## src/rtl/key_pkg.sv

```systemverilog
// Shared types and helpers for the KEY debouncer.
package key_pkg;

  typedef enum logic [1:0] {
    UP      = 2'd0,
    WAIT_DN = 2'd1,
    DOWN    = 2'd2,
    WAIT_UP = 2'd3
  } key_state_t;

  function automatic int unsigned ms_to_cycles(input int unsigned clk_hz, input int unsigned ms);
    return clk_hz / 1000 * ms;
  endfunction

endpackage

```

## src/rtl/key_debounce_ch.sv

```systemverilog
// One debounced key channel: 2-flop synchroniser, debounce FSM, press/release strobes.
// Optional long-press detector is built only when KEY_LONG_PRESS_EN is defined.
//
//   state   | meaning
//   UP      | key released and stable
//   WAIT_DN | key seen low, qualifying the press
//   DOWN    | key pressed and stable
//   WAIT_UP | key seen high, qualifying the release
module key_debounce_ch
  import key_pkg::*;
#(
  parameter int unsigned DB_CYCLES = 4
`ifdef KEY_LONG_PRESS_EN
  , parameter int unsigned LONG_CYCLES = 20
`endif
) (
  input  logic clk_sys_i,
  input  logic rst_n_i,
  input  logic key_i,
  output logic level_o,
  output logic press_o,
  output logic rel_o,
  output logic long_o
);

  localparam int unsigned CNT_W = $clog2(DB_CYCLES + 1);
  localparam logic [CNT_W-1:0] CNT_LAST = CNT_W'(DB_CYCLES - 1);

  logic [1:0]       sync_q;
  logic             key_s;
  key_state_t       state_q, state_d;
  logic [CNT_W-1:0] cnt_q, cnt_d;
  logic             press_q, press_d;
  logic             rel_q, rel_d;
  logic             held;

  // Reset to released so that reset release never looks like a press
  always_ff @(posedge clk_sys_i or negedge rst_n_i) begin
    if (!rst_n_i) begin
      sync_q <= 2'b11;
    end else begin
      sync_q <= {sync_q[0], key_i};
    end
  end

  assign key_s = sync_q[1];

  always_ff @(posedge clk_sys_i or negedge rst_n_i) begin
    if (!rst_n_i) begin
      state_q <= UP;
      cnt_q   <= '0;
      press_q <= 1'b0;
      rel_q   <= 1'b0;
    end else begin
      state_q <= state_d;
      cnt_q   <= cnt_d;
      press_q <= press_d;
      rel_q   <= rel_d;
    end
  end

  // Counter defaults to zero so every state exit clears it
  always_comb begin
    state_d = state_q;
    cnt_d   = '0;
    press_d = 1'b0;
    rel_d   = 1'b0;
    case (state_q)
      UP: begin
        if (!key_s) begin
          state_d = WAIT_DN;
          cnt_d   = CNT_W'(1);
        end
      end
      WAIT_DN: begin
        if (key_s) begin
          state_d = UP;
        end else if (cnt_q == CNT_LAST) begin
          state_d = DOWN;
          press_d = 1'b1;
        end else begin
          cnt_d = cnt_q + 1'b1;
        end
      end
      DOWN: begin
        if (key_s) begin
          state_d = WAIT_UP;
          cnt_d   = CNT_W'(1);
        end
      end
      WAIT_UP: begin
        if (!key_s) begin
          state_d = DOWN;
        end else if (cnt_q == CNT_LAST) begin
          state_d = UP;
          rel_d   = 1'b1;
        end else begin
          cnt_d = cnt_q + 1'b1;
        end
      end
      default: state_d = UP;
    endcase
  end

  assign held    = (state_q == DOWN) || (state_q == WAIT_UP);
  assign level_o = ~held;
  assign press_o = press_q;
  assign rel_o   = rel_q;

`ifdef KEY_LONG_PRESS_EN
  localparam int unsigned HOLD_W = $clog2(LONG_CYCLES + 1);
  localparam logic [HOLD_W-1:0] HOLD_MAX = HOLD_W'(LONG_CYCLES);
  localparam logic [HOLD_W-1:0] HOLD_PRE = HOLD_W'(LONG_CYCLES - 1);

  logic [HOLD_W-1:0] hold_q, hold_d;
  logic              long_q, long_d;

  always_ff @(posedge clk_sys_i or negedge rst_n_i) begin
    if (!rst_n_i) begin
      hold_q <= '0;
      long_q <= 1'b0;
    end else begin
      hold_q <= hold_d;
      long_q <= long_d;
    end
  end

  // Saturating at HOLD_MAX limits the strobe to one per press
  always_comb begin
    hold_d = hold_q;
    long_d = 1'b0;
    if (state_d == UP) begin
      hold_d = '0;
    end else if (held && (hold_q != HOLD_MAX)) begin
      hold_d = hold_q + 1'b1;
      long_d = (hold_q == HOLD_PRE);
    end
  end

  assign long_o = long_q;
`else
  assign long_o = 1'b0;
`endif

endmodule

```

## src/rtl/key_debounce.sv

```systemverilog
// Debounces the active-low KEY pushbuttons: clean level plus press/release strobes per key.
// KEY_LONG strobes on a long hold only when KEY_LONG_PRESS_EN is defined; otherwise it is 0.
module key_debounce
  import key_pkg::*;
#(
  parameter int unsigned NUM_KEYS    = 2,
  parameter int unsigned CLK_HZ      = 50000000,
  parameter int unsigned DEBOUNCE_MS = 10,
  parameter int unsigned LONG_MS     = 1000
) (
  input  logic                CLOCK_50,
  input  logic                RESET_N,
  input  logic [NUM_KEYS-1:0] KEY,
  output logic [NUM_KEYS-1:0] KEY_LEVEL,
  output logic [NUM_KEYS-1:0] KEY_PRESS,
  output logic [NUM_KEYS-1:0] KEY_REL,
  output logic [NUM_KEYS-1:0] KEY_LONG
);

  localparam int unsigned DB_CYCLES = ms_to_cycles(CLK_HZ, DEBOUNCE_MS);
`ifdef KEY_LONG_PRESS_EN
  localparam int unsigned LONG_CYCLES = ms_to_cycles(CLK_HZ, LONG_MS);
`endif

  for (genvar k = 0; k < NUM_KEYS; k++) begin : g_ch
    key_debounce_ch #(
      .DB_CYCLES  (DB_CYCLES)
`ifdef KEY_LONG_PRESS_EN
      , .LONG_CYCLES(LONG_CYCLES)
`endif
    ) u_ch (
      .clk_sys_i (CLOCK_50),
      .rst_n_i   (RESET_N),
      .key_i     (KEY[k]),
      .level_o   (KEY_LEVEL[k]),
      .press_o   (KEY_PRESS[k]),
      .rel_o     (KEY_REL[k]),
      .long_o    (KEY_LONG[k])
    );
  end

endmodule
```

## config.mk

```make
export PLATFORM = sky130hd
export DESIGN_NAME = key_debounce
export DESIGN_NICKNAME = d
export VERILOG_FILES = /design/src/rtl/key_pkg.sv /design/src/rtl/key_debounce_ch.sv /design/src/rtl/key_debounce.sv
export SDC_FILE = /design/constraint.sdc
export NUM_CORES = 1
export LEC_CHECK = 0
export ABC_AREA = 0
export CAP_MARGIN = 20
export CORE_ASPECT_RATIO = 1.4
export CORE_MARGIN = 3
export CORE_UTILIZATION = 30
export DETAILED_ROUTE_END_ITERATION = 16
export HOLD_SLACK_MARGIN = 0.03
export PLACE_DENSITY = 0.51
export SLEW_MARGIN = 20
export SYNTH_ARGS = -nofsm -noshare
export SYNTH_HDL_FRONTEND = slang
export SYNTH_HIERARCHICAL = 1
export SYNTH_SLANG_ARGS = --single-unit
export TNS_END_PERCENT = 1
```

## constraint.sdc

```tcl
create_clock -name CLOCK_50 -period 2.05 [get_ports CLOCK_50]
set_input_delay 0.41 -clock CLOCK_50 [delete_from_list [all_inputs] [get_ports CLOCK_50]]
set_output_delay 0.41 -clock CLOCK_50 [all_outputs]
set_load 0.02 [all_outputs]
```

# == Yosys cells after proc, flatten, opt, wreduce, memory -nomap -nowiden ==
# Cells that the tools add are included.
# word_totals
reg_bits,50
output_inout_bits,8
wordCells,72
# op_classes
n_addsub,2
eq_ne,16
n_mux,36
bitwise,2
n_reduce_logical,6
# op_table
op,count
$pmux 19 s4,2
$mux 19,6
$add 19x1->19 const B,2
$eq 19x19->1 const B,2
$mux 2,12
$pmux 2 s4,2
$mux 1,14
$eq 2x2->1 const B,4
$reduce_and 4->1,2
$ne 3x1->1 const B,2
$ne 3x3->1 const B,2
$eq 2x1->1 const B,2
$logic_not 2->1,2
$ne 2x1->1 const B,2
$ne 2x2->1 const B,2
$logic_or 1x1->1,2
$not 1->1,2

# == Longest topological paths before layout ==
# Gate-level depths: netlist of the first run.
# depth
depth_word,4
mapped_depth,6

# == Hierarchy ==
# Netlist of the first run, hierarchy kept.
# modules_own_cells
module,instances,cells_per_inst,area_each_um2,seq_area_each_um2
key_debounce_ch,2,121,1219.9,628.1

# == Worst setup path before layout of the first run ==
# No wires, ideal clock.
# synth_timing
kind,register to register
start,register g_ch[0].u_ch.cnt_q[0]
end,register g_ch[0].u_ch.cnt_q[18]
setup_time_ns,0.078
arrival_time_ns,1.529
required_ns,1.972
setup_slack_ns,0.443
stages_incl_launch_ff,7
path_buffers,1
synth_period_minus_slack_ns,1.607
cell_sequence,dfrtp_1 ha_1 and4_1 buf_2 nand2_1 or4_1 a21oi_1
# synth_between
elab_chain_cells,4
# synth_rtl
element,line,source
"start, declared",key_debounce_ch.sv:32,"logic [CNT_W-1:0] cnt_q, cnt_d;"
"start signal, assigned",key_debounce_ch.sv:56,cnt_q <= cnt_d;
$add 19x1->19 / $eq 19x19->1 (equally long branches),-,
$mux 19 (*),"key_debounce_ch.sv:78, key_debounce_ch.sv:94",
"$mux 19, on equally long branches","key_debounce_ch.sv:92, key_debounce_ch.sv:76",
$pmux 19 s4 (*),key_debounce_ch.sv:68,case (state_q)
via g_ch[0].u_ch.cnt_d[18],key_debounce_ch.sv:32,
# The timed path passes the listed nets; every way through them passes the cells marked *.
# A chain may end at the register's enable or synchronous reset.

==> key figures, run 1 <==
Final layout
  • Nets@finish: 260
  • Ratio of cells with drive above 1 in the final layout: 10.6%
  • Most common cell after layout, fill and taps aside: dfrtp_1
  • Commonest cells after routing, fill and taps aside: 46 x dfrtp_1, 36 x nor2_1, 20 x xor2_1
  • Sequential Area: ~0.0013 mm2
  • Filler cells: 808
  • Multi-input gate area: 0.00110 mm2
  • Layout area overhead: 12.7%
  • Antenna cells: 0

Global route
  • Initial antenna violation count: 0
  • First-pass GRT wire length: 8620 um
  • Vias in the first global route: 1,821
  • GRT Residual Overflow: 0
  • Tot GR Track Use: 11.8%
  • Largest net degree at the start of global routing: 51

CTS
  • TritonCTS Buffers: 5
  • CTS root buffer: clkbuf_8
  • Hold_buf cts: 0
  • Clock transition at the registers of the reported paths: ~0.10 ns
  • CTS max path bufs: 2
  • Setup Fix Bufs, Post-CTS: 0
  • CTS tree: built
  • Cts repair resizes: 0
  • Worst-Skew Late Latency: 0.31 ns
  • Max H-tree Level: 2
  • CTS sink cnt: 50

STA
  • TNS Setup: 0 ns
  • Tcrit/Tclk final: between 80% and 90%
  • Endpoints failing hold: 0
  • Fmax: 0.543 GHz
  • Final Setup Violations: 0
  • Min Tclk post-route: 1.84 ns
  • Worst Clk Skew: approximately 0.0095 ns
  • RSZ-0062 raised after global routing: no
  • Max Slew Vio Count: 0

Floorplan
  • Die Y: 113 um
  • Ports: 12
  • Die ar.: 0.00927 mm2
  • Initial Util: 31.1%
  • Core area: 0.00785 mm2
  • Die Wd: 82.2 um
  • Rows: 38

Outcome
  • Status: finished, final reports clean

Worst setup path
  • Critical Path Start Type: flip-flop
  • Worst reg2reg path startpoint: g_ch[0].u_ch/cnt_q[0]
  • Data required time of the worst path: roughly 1.6 ns
  • Reg-to-reg endpoint: g_ch[0].u_ch/cnt_q[18]
  • Cells on worst reg2reg path: 5
  • Max FO, Critical Path: 5
  • Reg2reg setup slack: about 0.30 ns
  • Crit path DAT: 1.43 ns
  • Critical path endpoint category: primary output
  • Setup CP Type: flip-flop to primary output

Drt
  • Drt pass-1 iters: 5
  • DRC viols: 0
  • Drt wl/cell: 13.7 um
  • DR vias/cell: 4.99
  • DRT iter0 DRCs: 76
  • ANT nets after route: 0
  • Post-Route WL: 4850 um
  • Vias: 1,772

Logic synthesis
  • Post-Syn Area: 0.00244 mm2
  • Synth unique cells: 32
  • Synthesized Nets: 248
  • Avg Cell Area, Syn: 10.1 um2
  • Mapped Cells: 242
  • Seq cells post-synth: 50
  • Register area share after synthesis: 51.5%
  • Synthesis Warnings: 6

Hold path
  • Worst hold path type: input pin to asynchronous set/reset pin

Power
  • Cell Pwr Density: 610 mW/mm2
  • P_leak: roughly 1.0 nW
  • Power Total: approximately 0.0017 W
  • Peak supply drop: 0.283 mV

Placement
  • Dpl hpwl: about 3300 um
  • Count of buffers from port buffering: 9
  • GPL Wtd Cong: 0.831

Job
  • Max cap viols: 0
cell type report:
cell class                      count  share of cell area [%]
Clock inverter                      2                   0.455
Clock buffer                        6                    3.00
Tap cell                          100                    4.55
Timing Repair Buffer               13                    5.10
Multi-Input combinational cell    176                    40.1
Inverter                            8                    1.09
Sequential cell                    50                    45.7
kinds of logic after synthesis:
kind of cell	synth area share, %
buffers and inverters	3.28
AND/OR/NAND/NOR	28.0
other	0.308
adder cells (fa/ha/maj)	1.03
XOR/XNOR	10.1
flip-flops	51.5
AO/OA/AOI/OAI	5.85
metrics by stage:
step | utilization (%) | cells | setup slack [ns] | cell area, um2 | hold WS (ns)
finish | 35.1 | 355 | 0.207 | 2750 | 0.0803
global route | 35.1 | 355 | 0.138 | 2750 | 0.0849
CTS | 35.1 | 355 | 0.195 | 2750 | 0.0788
detailed placement | 33.8 | 347 | 0.309 | 2660 | 0.347
global placement | 33.8 | 347 | 0.366 | 2660 | 0.346
floorplan | - | 242 | 0.443 | 2440 | 0.114
worst max-delay path, cell delays in order, from the launching register on:
cell	delay (ns)
dfrtp_1	0.45
inv_1	0.09
clkdlybuf4s50_1	0.60
how the worst max path moves through the flow:
stage                                startpoint                      to  slack [ns]  depth (start not counted)
final                                 flip-flop            KEY_LEVEL[1]        0.21                          2
after global routing                  flip-flop            KEY_LEVEL[1]        0.14                          2
after CTS                             flip-flop            KEY_LEVEL[1]        0.20                          2
after detailed placement  g_ch[1].u_ch/cnt_q[0]  g_ch[1].u_ch/cnt_q[18]        0.31                          5
after global placement    g_ch[0].u_ch/cnt_q[5]    g_ch[0].u_ch/press_o        0.37                          4
after floorplan           g_ch[0].u_ch/cnt_q[0]  g_ch[0].u_ch/cnt_q[18]        0.44                          6
power by group:
part | internal, W | switching (W)
sequential | 0.00100 | 0.0000104
clock | 0.000272 | 0.000330
combinational | 0.0000226 | 0.0000437
per-layer routing:
layer	vias up	share of wire, %	global-route usage, %
met5	-	0	0
met4	0	1.4	3.66
met3	6	2.3	2.79
met2	15	49	18.8
met1	873	47	15.7
li1	878	-	-
sequential cells by signal, summed over array words and instances, names as in the netlist, named ones only:
register           cells
g_ch.u_ch/cnt_q       38
g_ch.u_ch/state_q      2
g_ch.u_ch/rel_o        2
g_ch.u_ch/press_o      2
g_ch.u_ch/sync_q       4
cells in the mapped netlist, drive strengths merged:
cell	count	area (um2)
or4b	2	20.0
or3	6	47.5
ha	2	25.0
and2	2	15.0
buf	8	50.1
nand3	12	80.1
a21oi	8	40.0
dfstp	4	105
and4	6	52.6
nor3b	2	15.0
dfrtp	46	1150
nor4b	4	35.0
nor2	36	135
xnor2	8	70.1
or4	4	30.0
xor2	20	175
nand4b	2	17.5
nor4	8	50.1
o31ai	4	30.0
inv	8	30.0
nand2b	2	12.5
o21ai	10	57.6
conb	2	7.51
nand2	14	52.6
nand4	16	100
nor3	4	20.0
a211oi	2	15.0
Note: power is estimated with default switching activity, not from simulation.
==> run 2, diff against run 1 <==
--- a/config.mk
+++ b/config.mk
@@ -11,6 +11,7 @@
 export CORE_MARGIN = 3
 export CORE_UTILIZATION = 30
 export DETAILED_ROUTE_END_ITERATION = 16
+export GPL_ROUTABILITY_DRIVEN = 0
 export HOLD_SLACK_MARGIN = 0.03
 export PLACE_DENSITY = 0.51
 export SLEW_MARGIN = 20
==> results of run 2 <==
No change in the layout: final DEF, timing and power equal those of run 1.
==> edit 1, RTL diff (config.mk and constraints of run 1) <==
Register the input `KEY` before use. The logic sees it one clock later.
--- a/src/rtl/key_debounce.sv
+++ b/src/rtl/key_debounce.sv
@@ -18,6 +18,12 @@
 );
 
   localparam int unsigned DB_CYCLES = ms_to_cycles(CLK_HZ, DEBOUNCE_MS);
+
+  logic [NUM_KEYS-1:0] KEY_q;
+
+  always_ff @(posedge CLOCK_50) begin
+      KEY_q <= KEY;
+  end
 `ifdef KEY_LONG_PRESS_EN
   localparam int unsigned LONG_CYCLES = ms_to_cycles(CLK_HZ, LONG_MS);
 `endif
@@ -31,7 +37,7 @@
     ) u_ch (
       .clk_sys_i (CLOCK_50),
       .rst_n_i   (RESET_N),
-      .key_i     (KEY[k]),
+      .key_i     (KEY_q[k]),
       .level_o   (KEY_LEVEL[k]),
       .press_o   (KEY_PRESS[k]),
       .rel_o     (KEY_REL[k]),
Behaviour: no difference found for any inputs over 10 cycles, from zero or initial values and one cycle with RESET_N low; that may be too few to reach the edited logic, so the function may still have changed.
==> edit 1 against run 1 <==
  * Routed wire length is 0.95% higher
  * Synthesized cell count is 0.83% higher
  * Register-to-register slack worse by 0.04 ns
  * Count of clock-buffer cells in the layout unchanged
  * Largest power group unchanged
  * Sequential cell count is 2 higher
  * Final cell count is 1.4% higher
  * Sequential share of layout area up 0.39 points
  * Final area is 2.3% higher
  * Die area increased by 1.5%
  * Area after synthesis rose by 1.6%
  * Worst setup slack improved by 0.031 ns
  * Power rose by 3.4%
==> edit 1: results (changes against run 1) <==
Status
The flow ran to the end, and the final reports show no timing, DRC or antenna violations.

Critical path
The arrival time at the worst endpoint is 1.40 ns (-0.03 ns). The slack of the worst reg-to-reg path is 0.26 ns (-0.04 ns).

Detailed routing
The number of design-rule violations left by the first detailed-router iteration is 83 (+9.2%). The detailed-route via count is 1846 (+4.2%). The average via count per standard cell came to 5.13 (+2.7%).

The routed length per placed instance is 13.6 um (-0.45%).

Place
The number of placed instances, taps included is 352 (+1.4%). The half-perimeter wire length after detailed placement was 3420 um (+2.8%). The last weighted congestion value of the routability-driven placer came to 0.806 (-3.0%).

The placed instance area is 2720 um^2 (+2.4%).

Power and ir drop
The highest ir drop seen on vdd was 0.268 mV (-5.3%). The static leakage power is 0.00107 uW (+3.7%).

Finish
The fraction of layout cells with a size suffix above 1 came to 11.5% (+0.95 points). The portion of the layout cell area used by clock cells came to 3.42% (-0.034 points). The final net count is 265 (+1.9%). The number of fill cells came to 816 (+0.99%).

The number of non-clock buffers is 16 (+3). The sequential cell area was 1300 um^2 (+3.2%). The layout buffering overhead excluding clock cells was 5.78% (+0.68 points).

Global routing
The first-pass GRT wire length is 8540 um (-0.96%). The overall global routing resource usage is 11.0% (-0.83 points).

Synthesis
The fraction of registers with async set or reset after synthesis is 96.2% (-3.8 points). The post-synthesis cell count was 244 (+0.83%). The register area share after synthesis is 52.3% (+0.78 points). The number of different library cells in the post-synthesis netlist is 33 (+3.1%). Yosys attributes the largest share of cell area to sky130_fd_sc_hd__dfrtp_1 (46%), sky130_fd_sc_hd__xor2_1 (7.1%), sky130_fd_sc_hd__nor2_1 (5.4%). The xor and xnor area share after synthesis was 9.89% (-0.16 points). The number of nets produced by synthesis was 250 (+0.81%). The share of synthesized cell area in full adder, half adder and majority cells is 1.01% (-0.017 points).

Timing
The final worst hold slack was 0.0870 ns (+0.00676 ns). The setup skew after layout is 0.00738 ns (-0.00213 ns). The period utilization is 88.4% (-1.5 points).

Clock tree
The clock net sink count was 52 (+4.0%).

Floorplanning
The floorplan die area came to 9410 um^2 (+1.5%).
[edit 1: metal layers]
metal | global-route usage (%) | vias to the layer above | routed length, um
met3 | 2.31 | 10 | 106
met2 | 19.2 | 28 | 2560
met1 | 12.9 | 913 | 2140
met4 | 4.91 | 0 | 95
met5 | 0 | - | 0
li1 | - | 895 | -
[edit 1: report_power, final]
part	internal, uW	leakage [uW]	switching [uW]
Clock	277	0.0000516	340
Combinational	22.7	0.000323	43.7
Sequential	1040	0.000693	11.0
Total	1340	0.00107	395
[edit 1: cells by family (layout without fill, tap and decap cells)]
family	Yosys count	after routing
flops	52	52
other cells	2	2
compound gates	24	24
xor+xnor	28	28
simple gates	120	120
fa+ha+maj	2	2
buf+inv	16	32
==> edit 2, RTL diff (settings of run 1) <==
Without the edit above. Change the parameter `CLK_HZ` from 50000000 to 100000000.
--- a/src/rtl/key_debounce.sv
+++ b/src/rtl/key_debounce.sv
@@ -4,7 +4,7 @@
   import key_pkg::*;
 #(
   parameter int unsigned NUM_KEYS    = 2,
-  parameter int unsigned CLK_HZ      = 50000000,
+  parameter int unsigned CLK_HZ      = 100000000,
   parameter int unsigned DEBOUNCE_MS = 10,
   parameter int unsigned LONG_MS     = 1000
 ) (
Formal check against the unedited RTL: same outputs for any inputs over 10 cycles, from zero or initial values and one cycle with RESET_N low; that may be too few to reach the edited logic, so the function may still have changed.
==> edit 2 against run 1 <==
  * Sequential cell count up 2
  * Power up 2.7%
  * Sequential share of layout area down 0.25 points
  * Final area up 4.5%
  * Synthesized cell count up 0.83%
  * Combinational power up 10%
  * Worst setup slack worse by 0.065 ns
  * Area after synthesis up 2.2%
  * Routed wire length up 1.7%
  * Critical endpoint is now g_ch[1].u_ch/cnt_q[18]$_DFF_PN0_
  * Largest cell class unchanged
  * Largest power group unchanged
==> edit 2: results (changes against run 1) <==
Finish
The post-route non-filler standard cell count is 365 (+2.8%). In the final layout, the registers with the most flip-flops are g_ch.u_ch/cnt_q x40, g_ch.u_ch/sync_q x4. The final net count is 270 (+3.8%). The count of antenna diodes in the layout is 0 (unchanged). The number of fill cells is 840 (+4.0%).

The fraction of layout cells with a size suffix above 1 came to 14.7% (+4.1 points).

Synthesis
The number of different library cells in the post-synthesis netlist was 36 (+13%). In the synthesized netlist, the cells that appear most often are sky130_fd_sc_hd__dfrtp_1 (48), sky130_fd_sc_hd__nor2_1 (36), sky130_fd_sc_hd__xor2_1 (16). The number of nets produced by synthesis is 250 (+0.81%).

The register area share after synthesis is 52.4% (+0.92 points). The post-synthesis cell count is 244 (+0.83%). Sorting the synthesized cells by area gives the leading types as sky130_fd_sc_hd__dfrtp_1 (48%), sky130_fd_sc_hd__xor2_1 (5.6%), sky130_fd_sc_hd__nor2_1 (5.4%).

Critical path
The delay of the slowest cell on the worst path is 0.47 ns (-0.13 ns). In this run the critical register-to-register path is launched from g_ch[1].u_ch/cnt_q[0]$_DFF_PN0_. The end of the worst register-to-register path is g_ch[1].u_ch/cnt_q[18]$_DFF_PN0_. The biggest fanout along the worst timing path came to 4 (-1). The type of destination of the critical path is a flop. The slowest stage of the critical path is the sky130_fd_sc_hd__or3b_2 cell. The arrival time at the worst endpoint is 2.13 ns (+0.70 ns). The critical path's top delay family is simple AND/OR/NAND/NOR gates. The slack of the worst reg-to-reg path is 0.14 ns (-0.16 ns). The most critical setup path has its startpoint at g_ch[1].u_ch/cnt_q[0]$_DFF_PN0_.

Place
The placed instance area is 2750 um^2 (+3.5%). The post-place setup slack is 0.127 ns (-0.182 ns). The number of placed instances, taps included is 356 (+2.6%). The half-perimeter wire length after detailed placement is 3650 um (+9.8%). The last weighted congestion value of the routability-driven placer came to 0.806 (-3.0%).

Timing
The final worst hold slack is 0.360 ns (+0.280 ns). The setup skew after layout is 0.00883 ns (-0.000683 ns). The post-layout minimum cycle time is 1.91 ns (+0.0651 ns).

Power and ir drop
The power drawn by the clock network is 603 uW (about the same). The overall power is 1720 uW (+2.7%). The highest ir drop seen on vdd was 0.250 mV (-12%). The static leakage power is 0.00112 uW (+8.6%).

The sequential power is 1050 uW (+4%). The switching portion of total power was 22.4% (-0.55 points).

Global routing
The initial antenna violation count came to 0 (unchanged). The overall global routing resource usage is 11.5% (-0.34 points). The number of global-route vias before repair is 1875 (+3.0%).

The first-pass GRT wire length came to 8860 um (+2.8%). The maximum number of pins on one net before global-route repair is 27 (-47%).

Detailed routing
The average via count per standard cell came to 4.97 (-0.49%). The number of iterations in the first detailed-routing pass was 4 (-1). The routed length per placed instance is 13.5 um (-1.1%).

Hold path
The worst hold path belongs to the class reg -> reg.

Clock tree
The number of H-tree branching levels came to 2 (unchanged). The total clock buffers created by CTS came to 5 (unchanged).

Status
The run finished with clean final reports.
==> edit 2: changes by cell type in the layout (fill, tap and decap cells not counted), moves of 6 or more <==
cell	run 1	this run
sky130_fd_sc_hd__xnor2_1	8	14
sky130_fd_sc_hd__nand4_1	16	10
sky130_fd_sc_hd__nand3_1	8	14
sky130_fd_sc_hd__buf_4	2	8
==> edit 2: timing repair <==
| item | 4_1_cts | 5_1_grt |
|---|---|---|
| resized for setup | 0 | 4 |
| setup endpoints to repair | 0 | 3 |
| hold buffers | 1 | 0 |
| hold endpoints to repair | 9 | 0 |
==> edit 2: layout make-up <==
| cell class | count | area, um^2 | area share, % |
|---|---|---|---|
| Timing Repair Buffer | 19 | 175 | 6.09 |
| Inverter | 8 | 30.0 | 1.04 |
| Multi-Input combinational cell | 178 | 1140 | 39.8 |
| Clock inverter | 1 | 7.51 | 0.261 |
| Sequential cell | 52 | 1310 | 45.4 |
| Clock buffer | 7 | 86.3 | 3.00 |
| Tap cell | 100 | 125 | 4.35 |
==> edit 2: layer usage <==
layer | part of all wire [%] | track usage [%] | wire (um) | vias to the layer above
met5 | 0 | 0 | 0 | -
met1 | 41 | 13.1 | 2020 | 880
met3 | 2.0 | 2.02 | 100 | 11
li1 | - | - | - | 902
met2 | 54 | 20.7 | 2680 | 20
met4 | 2.9 | 5.34 | 141 | 0
==> edit 2: cell families after synthesis <==
group                      after synthesis  share of synthesized area, %
adders and majority gates                2                          1.00
and+or+nand+nor                        120                          26.7
AOI/OAI and AO/OA                       22                          5.62
muxes                                    2                         0.803
xor gates and xnor gates                30                          10.5
buffers and inverters                   14                          2.61
DFF                                     52                          52.4
other                                    2                         0.301
